**src/rtl/pll_reset_ctrl_pkg.sv**
```systemverilog
// Shared definitions for the PLL reset/power sequencer: state encodings and
// a width helper used to size counters and ports.
package pll_reset_ctrl_pkg;

    localparam int STATE_W = 3;

    localparam logic [STATE_W-1:0] ST_IDLE      = 3'd0;
    localparam logic [STATE_W-1:0] ST_RESET     = 3'd1;
    localparam logic [STATE_W-1:0] ST_WAIT_LOCK = 3'd2;
    localparam logic [STATE_W-1:0] ST_STABLE    = 3'd3;
    localparam logic [STATE_W-1:0] ST_RELEASE   = 3'd4;
    localparam logic [STATE_W-1:0] ST_RUN       = 3'd5;
    localparam logic [STATE_W-1:0] ST_FAULT     = 3'd6;

    // Ceiling log2, never below 1 so the result can always size a vector.
    function automatic int clog2(input int value);
        int width;
        width = 1;
        while ((1 << width) < value) width++;
        return width;
    endfunction

endpackage

```
**src/rtl/pll_reset_ctrl_sync.sv**
```systemverilog
// Two-flop synchroniser for asynchronous level inputs; clears to 0 on reset.
module sync_2ff #(
    parameter int WIDTH = 1
) (
    input  logic             clk_i,
    input  logic             rst_ni,
    input  logic [WIDTH-1:0] d_i,
    output logic [WIDTH-1:0] q_o
);

    logic [WIDTH-1:0] meta_q;
    logic [WIDTH-1:0] sync_q;

    // Two back-to-back flops; only sync_q is safe to use downstream.
    always_ff @(posedge clk_i) begin
        if (!rst_ni) begin
            meta_q <= '0;
            sync_q <= '0;
        end else begin
            meta_q <= d_i;
            sync_q <= meta_q;
        end
    end

    assign q_o = sync_q;

endmodule

```
**src/rtl/pll_reset_ctrl.sv**
```systemverilog
// PLL reset/power sequencer. Pulses PLL RST, waits for a debounced lock with
// a per-attempt timeout and bounded retries, then releases downstream resets
// one stage at a time. Lock loss after release restarts the sequence.
// Handshake note: there is no valid/ready traffic here; EN is a level request
// and READY is a level status that is only high while all stages are released
// and lock is held.
module pll_reset_ctrl
    import pll_reset_ctrl_pkg::*;
#(
    parameter int RST_PULSE_CYCLES    = 8,
    parameter int LOCK_TIMEOUT_CYCLES = 1000,
    parameter int LOCK_STABLE_CYCLES  = 16,
    parameter int NUM_STAGES          = 3,
    parameter int STAGE_DELAY_CYCLES  = 4,
    parameter int MAX_RETRIES         = 3
) (
    input  logic                            CLK,
    input  logic                            RSTN,
    input  logic                            EN,
    input  logic                            LOCKED,
    output logic                            PLL_RST,
    output logic                            PLL_PWRDWN,
    output logic [NUM_STAGES-1:0]           RST_OUT_N,
    output logic                            READY,
    output logic                            FAULT,
    output logic [clog2(MAX_RETRIES+1)-1:0] RETRY_CNT,
    output logic [STATE_W-1:0]              DBG_STATE
);

    localparam int RC_W      = clog2(MAX_RETRIES + 1);
    localparam int TMO_W     = clog2(LOCK_TIMEOUT_CYCLES + 1);
    localparam int STG_W     = clog2(NUM_STAGES + 1);
    localparam int CNT_MAX_A = (RST_PULSE_CYCLES > LOCK_STABLE_CYCLES) ?
                               RST_PULSE_CYCLES : LOCK_STABLE_CYCLES;
    localparam int CNT_MAX   = (CNT_MAX_A > STAGE_DELAY_CYCLES) ?
                               CNT_MAX_A : STAGE_DELAY_CYCLES;
    localparam int CNT_W     = clog2(CNT_MAX + 1);

    logic [STATE_W-1:0]    state_q, state_d;
    logic [CNT_W-1:0]      cnt_q, cnt_d;
    logic [TMO_W-1:0]      tmo_q, tmo_d;
    logic [STG_W-1:0]      stg_q, stg_d;
    logic [RC_W-1:0]       retry_q, retry_d;
    logic [NUM_STAGES-1:0] rst_out_q, rst_out_d;
    logic                  pll_rst_q, pll_rst_d;
    logic                  pwrdwn_q, pwrdwn_d;
    logic                  ready_q, ready_d;
    logic                  fault_q, fault_d;
    logic                  lk;
    logic                  timeout;

    sync_2ff #(.WIDTH(1)) u_lock_sync (
        .clk_i  (CLK),
        .rst_ni (RSTN),
        .d_i    (LOCKED),
        .q_o    (lk)
    );

    // Next state, counters and registered outputs (outputs follow next state).
    always_comb begin
        state_d   = state_q;
        cnt_d     = cnt_q;
        tmo_d     = tmo_q;
        stg_d     = stg_q;
        retry_d   = retry_q;
        rst_out_d = rst_out_q;
        pll_rst_d = 1'b0;
        pwrdwn_d  = 1'b0;
        ready_d   = 1'b0;
        fault_d   = 1'b0;
        timeout   = (tmo_q == TMO_W'(LOCK_TIMEOUT_CYCLES - 1));

        if (!EN) begin
            state_d = ST_IDLE;
        end else begin
            case (state_q)
                ST_IDLE: state_d = ST_RESET;
                ST_RESET: begin
                    // The lock timeout restarts with every new attempt.
                    tmo_d = '0;
                    if (cnt_q == CNT_W'(RST_PULSE_CYCLES - 1)) state_d = ST_WAIT_LOCK;
                    else                                        cnt_d   = cnt_q + CNT_W'(1);
                end
                ST_WAIT_LOCK, ST_STABLE: begin
                    if (timeout) begin
                        if ((int'(retry_q) + 1) < MAX_RETRIES) begin
                            state_d = ST_RESET;
                            retry_d = retry_q + RC_W'(1);
                        end else begin
                            state_d = ST_FAULT;
                            retry_d = RC_W'(MAX_RETRIES);
                        end
                    end else begin
                        // Timeout keeps running across STABLE -> WAIT_LOCK glitches.
                        tmo_d = tmo_q + TMO_W'(1);
                        if (state_q == ST_WAIT_LOCK) begin
                            if (lk) state_d = ST_STABLE;
                        end else if (!lk) begin
                            state_d = ST_WAIT_LOCK;
                        end else if (cnt_q == CNT_W'(LOCK_STABLE_CYCLES - 1)) begin
                            state_d = ST_RELEASE;
                        end else begin
                            cnt_d = cnt_q + CNT_W'(1);
                        end
                    end
                end
                ST_RELEASE: begin
                    if (!lk) begin
                        state_d = ST_RESET;
                    end else if (stg_q == STG_W'(NUM_STAGES)) begin
                        state_d = ST_RUN;
                    end else if (cnt_q == CNT_W'(STAGE_DELAY_CYCLES - 1)) begin
                        cnt_d = '0;
                        stg_d = stg_q + STG_W'(1);
                        for (int k = 0; k < NUM_STAGES; k++) begin
                            if (stg_q == STG_W'(k)) rst_out_d[k] = 1'b1;
                        end
                    end else begin
                        cnt_d = cnt_q + CNT_W'(1);
                    end
                end
                ST_RUN: if (!lk) state_d = ST_RESET;
                ST_FAULT: state_d = ST_FAULT;
                default: state_d = ST_IDLE;
            endcase
        end

        // Shared cycle counter and stage index start from zero in every state.
        if (state_d != state_q) begin
            cnt_d = '0;
            stg_d = '0;
        end

        case (state_d)
            ST_IDLE: begin
                pll_rst_d = 1'b1;
                pwrdwn_d  = 1'b1;
                rst_out_d = '0;
                retry_d   = '0;
            end
            ST_RESET: begin
                pll_rst_d = 1'b1;
                rst_out_d = '0;
            end
            ST_WAIT_LOCK, ST_STABLE: rst_out_d = '0;
            ST_RELEASE: ;
            ST_RUN: begin
                ready_d   = 1'b1;
                rst_out_d = '1;
                retry_d   = '0;
            end
            ST_FAULT: begin
                pll_rst_d = 1'b1;
                fault_d   = 1'b1;
                rst_out_d = '0;
            end
            default: begin
                pll_rst_d = 1'b1;
                pwrdwn_d  = 1'b1;
                rst_out_d = '0;
            end
        endcase
    end

    // State, counters and outputs; synchronous active-low reset.
    always_ff @(posedge CLK) begin
        if (!RSTN) begin
            state_q   <= ST_IDLE;
            cnt_q     <= '0;
            tmo_q     <= '0;
            stg_q     <= '0;
            retry_q   <= '0;
            rst_out_q <= '0;
            pll_rst_q <= 1'b1;
            pwrdwn_q  <= 1'b1;
            ready_q   <= 1'b0;
            fault_q   <= 1'b0;
        end else begin
            state_q   <= state_d;
            cnt_q     <= cnt_d;
            tmo_q     <= tmo_d;
            stg_q     <= stg_d;
            retry_q   <= retry_d;
            rst_out_q <= rst_out_d;
            pll_rst_q <= pll_rst_d;
            pwrdwn_q  <= pwrdwn_d;
            ready_q   <= ready_d;
            fault_q   <= fault_d;
        end
    end

    assign PLL_RST    = pll_rst_q;
    assign PLL_PWRDWN = pwrdwn_q;
    assign RST_OUT_N  = rst_out_q;
    assign READY      = ready_q;
    assign FAULT      = fault_q;
    assign RETRY_CNT  = retry_q;
    assign DBG_STATE  = state_q;

endmodule
```
**config.mk**
```make
export PLATFORM = sky130hd
export DESIGN_NAME = pll_reset_ctrl
export DESIGN_NICKNAME = d
export VERILOG_FILES = /design/src/rtl/pll_reset_ctrl_pkg.sv /design/src/rtl/pll_reset_ctrl_sync.sv /design/src/rtl/pll_reset_ctrl.sv
export SDC_FILE = /design/constraint.sdc
export NUM_CORES = 1
export LEC_CHECK = 0
export CORE_MARGIN = 3
export CORE_UTILIZATION = 40
export DETAILED_ROUTE_END_ITERATION = 12
export GPL_ROUTABILITY_DRIVEN = 1
export PLACE_DENSITY = 0.62
export SETUP_SLACK_MARGIN = 0.02
export SLEW_MARGIN = 0
export SYNTH_ARGS = -nofsm -noshare
export SYNTH_HDL_FRONTEND = slang
export SYNTH_HIERARCHICAL = 1
export SYNTH_SLANG_ARGS = --single-unit
```
**constraint.sdc**
```tcl
create_clock -name CLK -period 3.4 [get_ports CLK]
set_input_delay 1.02 -clock CLK [delete_from_list [all_inputs] [get_ports CLK]]
set_output_delay 1.02 -clock CLK [all_outputs]
set_load 0.02 [all_outputs]
```
==> impl_metrics.ini <==
[outcome]
outcome = complete, no violations

[worst_setup_path]
crit_family = simple AND/OR/NAND/NOR gates
start_kind = primary input
r2r-end = RST_OUT_N[2]$_SDFFE_PN0P_
worstPathCellList = clkdlybuf4s50_1 -> nand2b_1 -> nor4_1 -> and3_1 -> and3_1 -> xnor2_1 -> nor2_1
critPathMaxFanout = 8
crit_arrival_ns = 2.88
cp.depth = 7
max_stage_delay_ns = 0.65
crit_required_ns = 3.55
crit_type = in -> reg
critPathBufInv = 1
crit_path_end_kind = flip-flop
r2r_slack_ns = 0.88
rr_worst_depth = 9
slowest_stage = clkdlybuf4s50_1
cpMostUsedCell = and3_1
r2r_start = cnt_q[0]$_SDFFE_PP0P_

[logic_synthesis]
ys_ff_latch = 31
yosysSeqAreaShare_pct = 38.4
synth.avg_cell_area_um2 = 8.89
synth-main-ff-cell = dfxtp_1
synthArstFlopShare_pct = 0
synth_area_um2 = 1620
synthCells = 182
synth_edf_count = 0
syn_nets = 193
synth_top_area_share_pct = 38.4
synth.area.top_cells = dfxtp_1 (38%), ha_1 (5.4%), xnor2_1 (5.4%)
synth_top_area_cell = dfxtp_1
synth_warnings = 6
ys_types = 47

[grt]
grt_first_pass_wirelength_um = 6040
overflow = 0
grt_max_degree = 17
grt_pass1_vias = 1310
grtUsageTotal_pct = 15.4
grt_antenna_before_repair = 0

[final_layout]
finalNetCount = 211
drive_above_1_share_pct = 7.00
postLayoutCoreUtil_pct = 50.4
final_common_cell = dfxtp_1
fillers = 366
final_cell_mix = dfxtp_1 (31), nor2_1 (22), clkdlybuf4s50_1 (15)
area_growth_pct = 17.5
insertedDiodeCount = 0

[flow_run]
max_cap_violations = 0

[sta]
fin_setup_tns_ns = 0
finalHoldViolations = 0
tightestPinTransition_ns = 0.701
max_slew_margin_pct = 52.9
rsz0062_at_grt = no
period_share_pct = 80.4
min_period_ns = 2.73
final-setup-viol-count = 0
fmax_mhz = 366
fin_skew_ns = 0.00844
drv_slew = 0

[power_and_ir_drop]
leakage_nw = 0.655
ir_drop_v = 0.000162
power_density_nw_per_um2 = 364

[min_path]
hp-class = reg -> reg
holdPathStages = 1
min_to = u_lock_sync/q_o$_SDFF_PN0_
holdCritStartpoint = u_lock_sync/meta_q$_SDFF_PN0_

[clocking]
htreeDepth = 2
cts.sinks = 31
cts_hold_buffers = 0
insertion_delay_ns = 0.28
cts_resized = 0
cts_root_buf = clkbuf_8
cts_buffers = 5
cts_buffer_depth = 2
cts_setup_buffers = 0
cts.clk_slew.worst_paths_ns = 0.07
cts_tree = done

[route]
routed_via_density = 5.59
wirelength_um = 3530
avgRoutedWirePerCell_um = 14.2
drt_iter0_markers = 68
dr.pass1.iters = 4
drc = 0
vias = 1386
ant_nets = 0

[placement]
place_hpwl_um = 2600
gp_congestion = 0.866
io_buffer_count = 15

[floorplan]
fp.dieH_um = 69.6
start_util_pct = 42.9
dieArea_um2 = 4840
die_w_um = 69.6
ios = 16
coreArea_um2 = 3770
rows = 22
==> layer usage <==
metal,global-route usage (%),vias to the layer above,part of all wire (%)
met5,0,-,0
met4,6.51,0,2.3
met3,4.35,9,3.7
met2,26.6,31,50
met1,17.7,661,44
li1,-,685,-
==> synth_stat cells, drive strengths merged, types with 4 or more instances <==
library cell,n
dfxtp,31
nor2,22
nand2,11
xnor2,10
a21oi,8
ha,7
nand3,7
inv,6
nand2b,6
o21ai,6
a31oi,5
and3,5
nor3,5
xor2,5
and2,4
nand4,4
o211ai,4
==> sequential cells by signal, summed over array words and instances (netlist names) <==
register,count
PLL_RST,1
READY,1
cnt_q,5
PLL_PWRDWN,1
tmo_q,10
RST_OUT_N,3
u_lock_sync/q_o,1
FAULT,1
u_lock_sync/meta_q,1
DBG_STATE,3
stg_q,2
RETRY_CNT,2
==> cell type report <==
cell class                      instances  area, um2  area share, %
Inverter                                6       22.5           1.18
Clock inverter                          1       5.00          0.263
Multi-Input combinational cell        140        952           50.1
Timing Repair Buffer                   16        158           8.29
Clock buffer                            6       82.6           4.34
Tap cell                               48       60.1           3.16
Sequential cell                        31        621           32.7
==> worst max-delay path by stage <==
stage / start / endpoint / slack, ns
6_report: EN / tmo_q[9]$_SDFFE_PN0P_ / 0.67
5_1_grt: EN / tmo_q[9]$_SDFFE_PN0P_ / 0.56
4_1_cts: EN / tmo_q[9]$_SDFFE_PN0P_ / 0.70
3_5_place_dp: EN / tmo_q[9]$_SDFFE_PN0P_ / 0.40
3_3_place_gp: EN / tmo_q[9]$_SDFFE_PN0P_ / 0.48
2_1_floorplan: EN / tmo_q[9]$_SDFFE_PN0P_ / 1.25
==> report_power, final <==
part	switching, mW	internal [mW]	total [mW]
Clock	0.130	0.159	0.288
Sequential	0.00548	0.367	0.372
Combinational	0.0188	0.0131	0.0319
Total	0.154	0.538	0.693
==> cell families (layout without fill, tap and decap cells) <==
| kind of cell | after synthesis | in the layout | share of synthesized area, % |
|---|---|---|---|
| and+or+nand+nor | 80 | 80 | 28.4 |
| AOI/OAI and AO/OA | 36 | 36 | 15.7 |
| DFF | 31 | 31 | 38.4 |
| xor gates and xnor gates | 15 | 15 | 8.12 |
| buffers and inverters | 11 | 29 | 2.78 |
| adders and majority gates | 7 | 7 | 5.41 |
| muxes | 2 | 2 | 1.24 |
==> stage by stage <==
stage | std cells | setup WS [ns] | power, mW | cell area [um2] | hold slack [ns]
after global routing | 248 | 0.556 | 0.720 | 1900 | 0.444
after floorplan | 182 | 1.25 | 0.398 | 1620 | 0.412
after CTS | 248 | 0.696 | 0.701 | 1900 | 0.437
final | 248 | 0.668 | 0.693 | 1900 | 0.436
after global placement | 241 | 0.475 | 0.410 | 1810 | 0.417
after detailed placement | 241 | 0.401 | 0.412 | 1810 | 0.421
Power figures use the tool's default switching activity.
